## src/rtl/aeolus_sequencer.sv

```systemverilog
// aeolus_sequencer: multi-cycle fetch/decode/execute/writeback controller.
// Owns the PC and IR, resolves SNZA/SNZS squashes, and issues one-hot strobes.
module aeolus_sequencer #(
    parameter int ADDR_WIDTH   = 8,
    parameter int PROG_LEN     = 256,
    parameter bit HALT_ON_WRAP = 1'b0
) (
    input  logic                  clk,
    input  logic                  reset,
    input  logic                  run,
    input  logic                  step,
    output logic [ADDR_WIDTH-1:0] rom_addr,
    input  logic [3:0]            rom_data,
    input  logic                  shift_flag,
    input  logic                  alu_ovf,
    output logic [15:0]           ctrl_strobe,
    output logic [ADDR_WIDTH-1:0] pc,
    output logic                  busy,
    output logic                  instr_done,
    output logic                  squashed,
    output logic                  wrap,
    output logic                  ovf_sticky,
    output logic                  halted
);

    typedef enum logic [2:0] {
        S_IDLE,
        S_FETCH,
        S_DECODE,
        S_EXEC,
        S_WB
    } state_e;

    localparam logic [ADDR_WIDTH-1:0] LAST_PC = ADDR_WIDTH'(PROG_LEN - 1);
    localparam logic [ADDR_WIDTH-1:0] PC_ONE  = ADDR_WIDTH'(1);
    localparam logic [3:0] OP_CLR  = 4'd7;
    localparam logic [3:0] OP_SNZA = 4'd8;
    localparam logic [3:0] OP_SNZS = 4'd9;
    localparam logic [3:0] OP_ADD  = 4'd10;
    localparam logic [3:0] OP_SUB  = 4'd11;

    state_e                state_q;
    logic [ADDR_WIDTH-1:0] pc_q;
    logic [ADDR_WIDTH-1:0] pc_d;
    logic [3:0]            ir_q;
    logic                  sq_q;
    logic                  sq_d;
    logic                  armed_q;
    logic                  is_last;
    logic [15:0]           strobe_q;
    logic [15:0]           strobe_d;
    logic                  done_q;
    logic                  squashed_q;
    logic                  wrap_q;
    logic                  ovf_q;
    logic                  halted_q;

    // Next PC, squash decision and strobe pattern from the word being decoded
    always_comb begin
        is_last  = (pc_q == LAST_PC);
        pc_d     = is_last ? '0 : pc_q + PC_ONE;
        sq_d     = ((rom_data == OP_SNZA) || (rom_data == OP_SNZS)) && !shift_flag;
        strobe_d = sq_d ? 16'h0000 : (16'd1 << rom_data);
    end

    // Sequencer FSM with all outputs registered; pulses default low each cycle
    always_ff @(posedge clk or negedge reset) begin
        if (!reset) begin
            state_q    <= S_IDLE;
            pc_q       <= '0;
            ir_q       <= '0;
            sq_q       <= 1'b0;
            armed_q    <= 1'b0;
            strobe_q   <= '0;
            done_q     <= 1'b0;
            squashed_q <= 1'b0;
            wrap_q     <= 1'b0;
            ovf_q      <= 1'b0;
            halted_q   <= 1'b0;
        end else begin
            strobe_q   <= '0;
            done_q     <= 1'b0;
            squashed_q <= 1'b0;
            wrap_q     <= 1'b0;
            unique case (state_q)
                S_IDLE: begin
                    if (run && !halted_q) begin
                        state_q <= S_FETCH;
                    end else if (step) begin
                        state_q  <= S_FETCH;
                        armed_q  <= 1'b1;
                        halted_q <= 1'b0;
                    end
                end
                S_FETCH: begin
                    state_q <= S_DECODE;
                end
                S_DECODE: begin
                    ir_q     <= rom_data;
                    sq_q     <= sq_d;
                    strobe_q <= strobe_d;
                    state_q  <= S_EXEC;
                end
                S_EXEC: begin
                    if ((ir_q == OP_CLR) && !sq_q) begin
                        ovf_q <= 1'b0;
                    end
                    done_q     <= 1'b1;
                    squashed_q <= sq_q;
                    wrap_q     <= is_last;
                    state_q    <= S_WB;
                end
                S_WB: begin
                    if (!sq_q && ((ir_q == OP_ADD) || (ir_q == OP_SUB)) && alu_ovf) begin
                        ovf_q <= 1'b1;
                    end
                    pc_q <= pc_d;
                    if (is_last && HALT_ON_WRAP) begin
                        halted_q <= 1'b1;
                        armed_q  <= 1'b0;
                        state_q  <= S_IDLE;
                    end else if (armed_q || !run) begin
                        armed_q <= 1'b0;
                        state_q <= S_IDLE;
                    end else begin
                        state_q <= S_FETCH;
                    end
                end
                default: begin
                    state_q <= S_IDLE;
                end
            endcase
        end
    end

    assign rom_addr    = pc_q;
    assign pc          = pc_q;
    assign ctrl_strobe = strobe_q;
    assign busy        = (state_q != S_IDLE);
    assign instr_done  = done_q;
    assign squashed    = squashed_q;
    assign wrap        = wrap_q;
    assign ovf_sticky  = ovf_q;
    assign halted      = halted_q;

endmodule
```

## config.mk

```make
export PLATFORM = sky130hd
export DESIGN_NAME = aeolus_sequencer
export DESIGN_NICKNAME = d
export VERILOG_FILES = /design/src/rtl/aeolus_sequencer.sv
export SDC_FILE = /design/constraint.sdc
export NUM_CORES = 1
export LEC_CHECK = 0
export ABC_AREA = 1
export CAP_MARGIN = 20
export CORE_MARGIN = 1.5
export CORE_UTILIZATION = 24
export DETAILED_ROUTE_END_ITERATION = 10
export GPL_ROUTABILITY_DRIVEN = 0
export PLACE_DENSITY = 0.47
export SETUP_SLACK_MARGIN = 0.1
export SLEW_MARGIN = 25
export SYNTH_ARGS = -nofsm -noshare
export SYNTH_HDL_FRONTEND = slang
export SYNTH_SLANG_ARGS = --single-unit
```

## constraint.sdc

```tcl
create_clock -name clk -period 1.2 [get_ports clk]
set_input_delay 0.12 -clock clk [delete_from_list [all_inputs] [get_ports clk]]
set_output_delay 0.12 -clock clk [all_outputs]
set_load 0.02 [all_outputs]
```

==> results <==
- The run finished, with violations left.
- The final reports fail on setup timing.
- The final layout contains routed wiring with a total length of 3980 um.
- The post-synthesis instance area is 1730 sq um.
- Hold timing on the final database bottoms out at a slack of 269 ps.
- The library cell used most frequently in the layout, excluding fill and tap cells, is sky130_fd_sc_hd__dfrtp_1.
- The chip width is 87.9 um.
- Counting every instance in the synthesized netlist gives 189.
- The critical path startpoint category is a flip-flop.
- The final cycle utilization of the critical path is 109%.
- After layout, the worst setup slack is -111 ps.
- The cell with the biggest individual delay on the critical path is sky130_fd_sc_hd__dfrtp_1.
- Setup violations remaining at the end of the flow were counted as 17.
- Global routing used 11.5% of the available tracks across all layers.
- Input and output buffers added on the ports amount to 46.
- In this run the core area contains 30 standard-cell rows.
- The critical path in this run is classified as flip-flop to flip-flop.
- CTS placed an instance of sky130_fd_sc_hd__clkbuf_8 at the clock tree root.
- The share of total power consumed by net switching is 37.0%.
- The total buffers and inverters traversed by the critical path is 2.
- The die span in y is 87.9 um.
- The area growth from synthesis to final layout is 64.8%.
- The average vias per placed instance is 3.90.
- The tightest min-delay check is of the input pin to async pin type.
- The synthesized-area fraction occupied by ao, oa, aoi and oai cells is 3.18%.
- The area occupied by multi-input gates is 792 sq um.
- The CTS H-tree depth is 2.
- Prior to clock tree synthesis, the placed netlist has a worst setup slack of -85.1 ps.
- Counting tap cells, the placed design contains a total of 346 instances.
- The number of synthesis warnings is 0.
- The clock reaches the later pin of the worst-skew pair after 280 ps.
- TritonCTS built the clock tree.
- Leaving out fill and tap cells, the most frequent cells in the layout are 31 x sky130_fd_sc_hd__dfrtp_1, 30 x sky130_fd_sc_hd__nand2_1, 26 x sky130_fd_sc_hd__buf_4, 18 x sky130_fd_sc_hd__inv_1, 17 x sky130_fd_sc_hd__buf_6.
- The post-detailed-route count of antenna-violating nets is 0.
- On the worst path, the slowest cell contributes a delay of 400 ps.
- 0 antenna diodes ended up in the layout.
- The effective utilization at floorplan is 25.2%.
- The count of unique library cells instantiated by Yosys is 24.
- In this design, the largest share of critical-path delay is due to simple AND/OR/NAND/NOR gates.
- The signal on the critical path passes through buf_6, nor2_4, nand2_8, buf_12, nor4_4, nor2_1.
- The first-pass GRT wire length is 6710 um.
- Adding up every negative setup slack in the final design gives -667 ps.
- The clock network fraction of total power is 20.5%.
- By area the synthesized netlist is led by sky130_fd_sc_hd__dfrtp_1 53%, sky130_fd_sc_hd__nand2_1 8.0%, sky130_fd_sc_hd__inv_1 5.0%.
- The count of endpoints failing hold in the final timing report came to 0.
- Global routing finished with a remaining overflow of 0.
- After synthesis, the share of cell area in mux cells is 0%.
- The clock sink count is 37.
- The number of antenna violations at the first check in global routing is 0.
- After clock tree synthesis, the clock-pin slew on the worst setup and hold paths is 70 ps.
- For this run, the number of standard cells in the final layout without fillers is 370.
- Summing the sequential cell areas from Yosys gives 53.5% of the chip area.
- The full die area is 7730 sq um.
- The synthesized design contains 37 register bits.
- The top cell type's share of synthesized area is 53.5%.
- The first detailed-routing pass ran for 4 iterations.
- The clock tree skew after final layout is 3.93 ps.
- The combinational family with the most area after synthesis is simple AND/OR/NAND/NOR gates.
- The pin count of the biggest net entering global routing is 25.
- The final-layout fill cell count is 703.
- No sink is reached through more buffers than the 2 on the longest clock path.
- The first routing iteration left 46 violations.
- Cells with a size suffix above 1 make up 46.4% of the layout.
- The maximum frequency from static timing analysis is 763 MHz.
- The worst path in the final design needs a cycle of 1310 ps, including I/O delays and setup.
- The biggest area consumer among synthesized cells is sky130_fd_sc_hd__dfrtp_1.
- The average wire per standard cell is 10.8 um.
- The number of max-capacitance violations reported is 0.
- VDD sags by at most 0.000852 V.
- The cell-internal power is 0.00340 W.
- The HPWL after detailed placement is 2850 um.
- The leakage component of the power is 1.41 nW.
- Buffers inserted during clock tree synthesis total 5.
- The endpoint class of the critical path is a flip-flop.
- Setup repair after global routing could not meet its margin everywhere.
- The final number of max-transition violations was 0.
- Across the whole layout, storage elements account for 933 sq um.
- A synthesized cell averages 9.16 sq um.
- The number of nets produced by synthesis is 200.
- For this design the top-level I/O count stands at 48.
- After Yosys synthesis, full adders, half adders and majority gates account for 0.723% of the synthesized area.
- For this run, the post-layout net count is 284.
- The final route contains 1,442 vias.
- The share of the synthesized netlist area taken by xor and xnor gates is 1.52%.
- Along the worst path, the maximum fanout reaches 7.
- The area inside the core boundary is 6870 sq um.
- Of the total power, registers draw 31.0%.
- Once layout is complete, the utilization of the core stands at 41.5%.
- The number of global-route vias before repair came to 1,438.
- For this design the total switching power over the nets is 0.00200 W.
- The cell area power density is 1890 nW/um^2.
- At the worst endpoint, the required time is 1370 ps.
- In this run, the combinational gates consume 48.5% of the power.
- At the worst endpoint, the arrival time is 1480 ps.
- The post-detailed-route DRC marker count is 0.
- After Yosys synthesis, and, or, nand and nor cells account for 30.3% of the synthesized area.
metrics by stage:
stage / total power (W) / cell area (sq um)
2_1_floorplan: 0.00287 / 1760
3_3_place_gp: 0.00363 / 2460
3_5_place_dp: 0.00363 / 2460
4_1_cts: 0.00522 / 2740
5_1_grt: 0.00579 / 2850
6_report: 0.00541 / 2850
sequential cells by signal (all words and copies together) (netlist names):
signal,cells
instr_done,1
sq_q,1
wrap,1
armed_q,1
state_q,3
ctrl_strobe,16
ovf_sticky,1
pc,8
squashed,1
ir_q,4
layer usage:
| metal | vias up | GRT usage, % | part of all wire, % |
|---|---|---|---|
| met5 | - | 0 | 0 |
| met4 | 0 | 4.33 | 1.6 |
| met3 | 6 | 3.39 | 4.8 |
| met2 | 32 | 18.3 | 49 |
| met1 | 655 | 14.6 | 44 |
| li1 | 749 | - | - |
logic make-up (layout without fill, tap and decap cells):
group           after synthesis  after routing
flops                        37             37
xor+xnor                      3              3
buf+inv                      37            122
simple gates                100            100
compound gates               10             10
other cells                   1              1
fa+ha+maj                     1              1
cell type report:
| type | instances | share of cell area, % |
|---|---|---|
| Sequential cell | 37 | 32.7 |
| Inverter | 27 | 4.25 |
| Timing Repair Buffer | 87 | 27.0 |
| Multi-Input combinational cell | 115 | 27.8 |
| Tap cell | 96 | 4.21 |
| Clock inverter | 1 | 1.05 |
| Clock buffer | 7 | 3.02 |
power by group through the flow:
| stage | Clock (W) | Sequential, W | Combinational, W |
|---|---|---|---|
| finish | 0.00111 | 0.00168 | 0.00262 |
| CTS | 0.00116 | 0.00169 | 0.00237 |
| detailed placement | 0 | 0.00173 | 0.00190 |
| floorplan | 0 | 0.00186 | 0.00101 |
| global route | 0.00121 | 0.00171 | 0.00288 |
| global placement | 0 | 0.00172 | 0.00190 |
repair_timing:
action | CTS | global route
pin swaps | 7 | 10
resized for setup | 145 | 40
hold endpoints to repair | 13 | 0
endpoints found under the setup margin | 66 | 54
buffers inserted | 9 | 8
hold buffers | 1 | 0
Yosys cell counts (all sizes together):
cell type,number
a21oi,2
buf,9
clkbuf,1
conb,1
dfrtp,37
ha,1
inv,27
nand2,40
nand3,14
nand4,3
nor2,37
nor3,4
nor4,2
o21ai,6
o31ai,2
xnor2,2
xor2,1
final timing paths:
check / from / to / slack [ps] / depth (start not counted)
min in group clk: step / armed_q$_DFFE_PN0P_ / 410 / 3
max in group asynchronous: reset / state_q[2]$_DFFE_PN0P_ / 480 / 3
worst max-delay path: state_q[0]$_DFFE_PN0P_ / pc[5]$_DFFE_PN0N_ / -110 / 6
worst max register to register: state_q[0]$_DFFE_PN0P_ / pc[5]$_DFFE_PN0N_ / -110 / 6
worst min-delay path: reset / ctrl_strobe[5]$_DFF_PN0_ / 270 / 2
worst min register to register: armed_q$_DFFE_PN0P_ / armed_q$_DFFE_PN0P_ / 510 / 2
No activity file was read; power rests on OpenSTA's default activity.
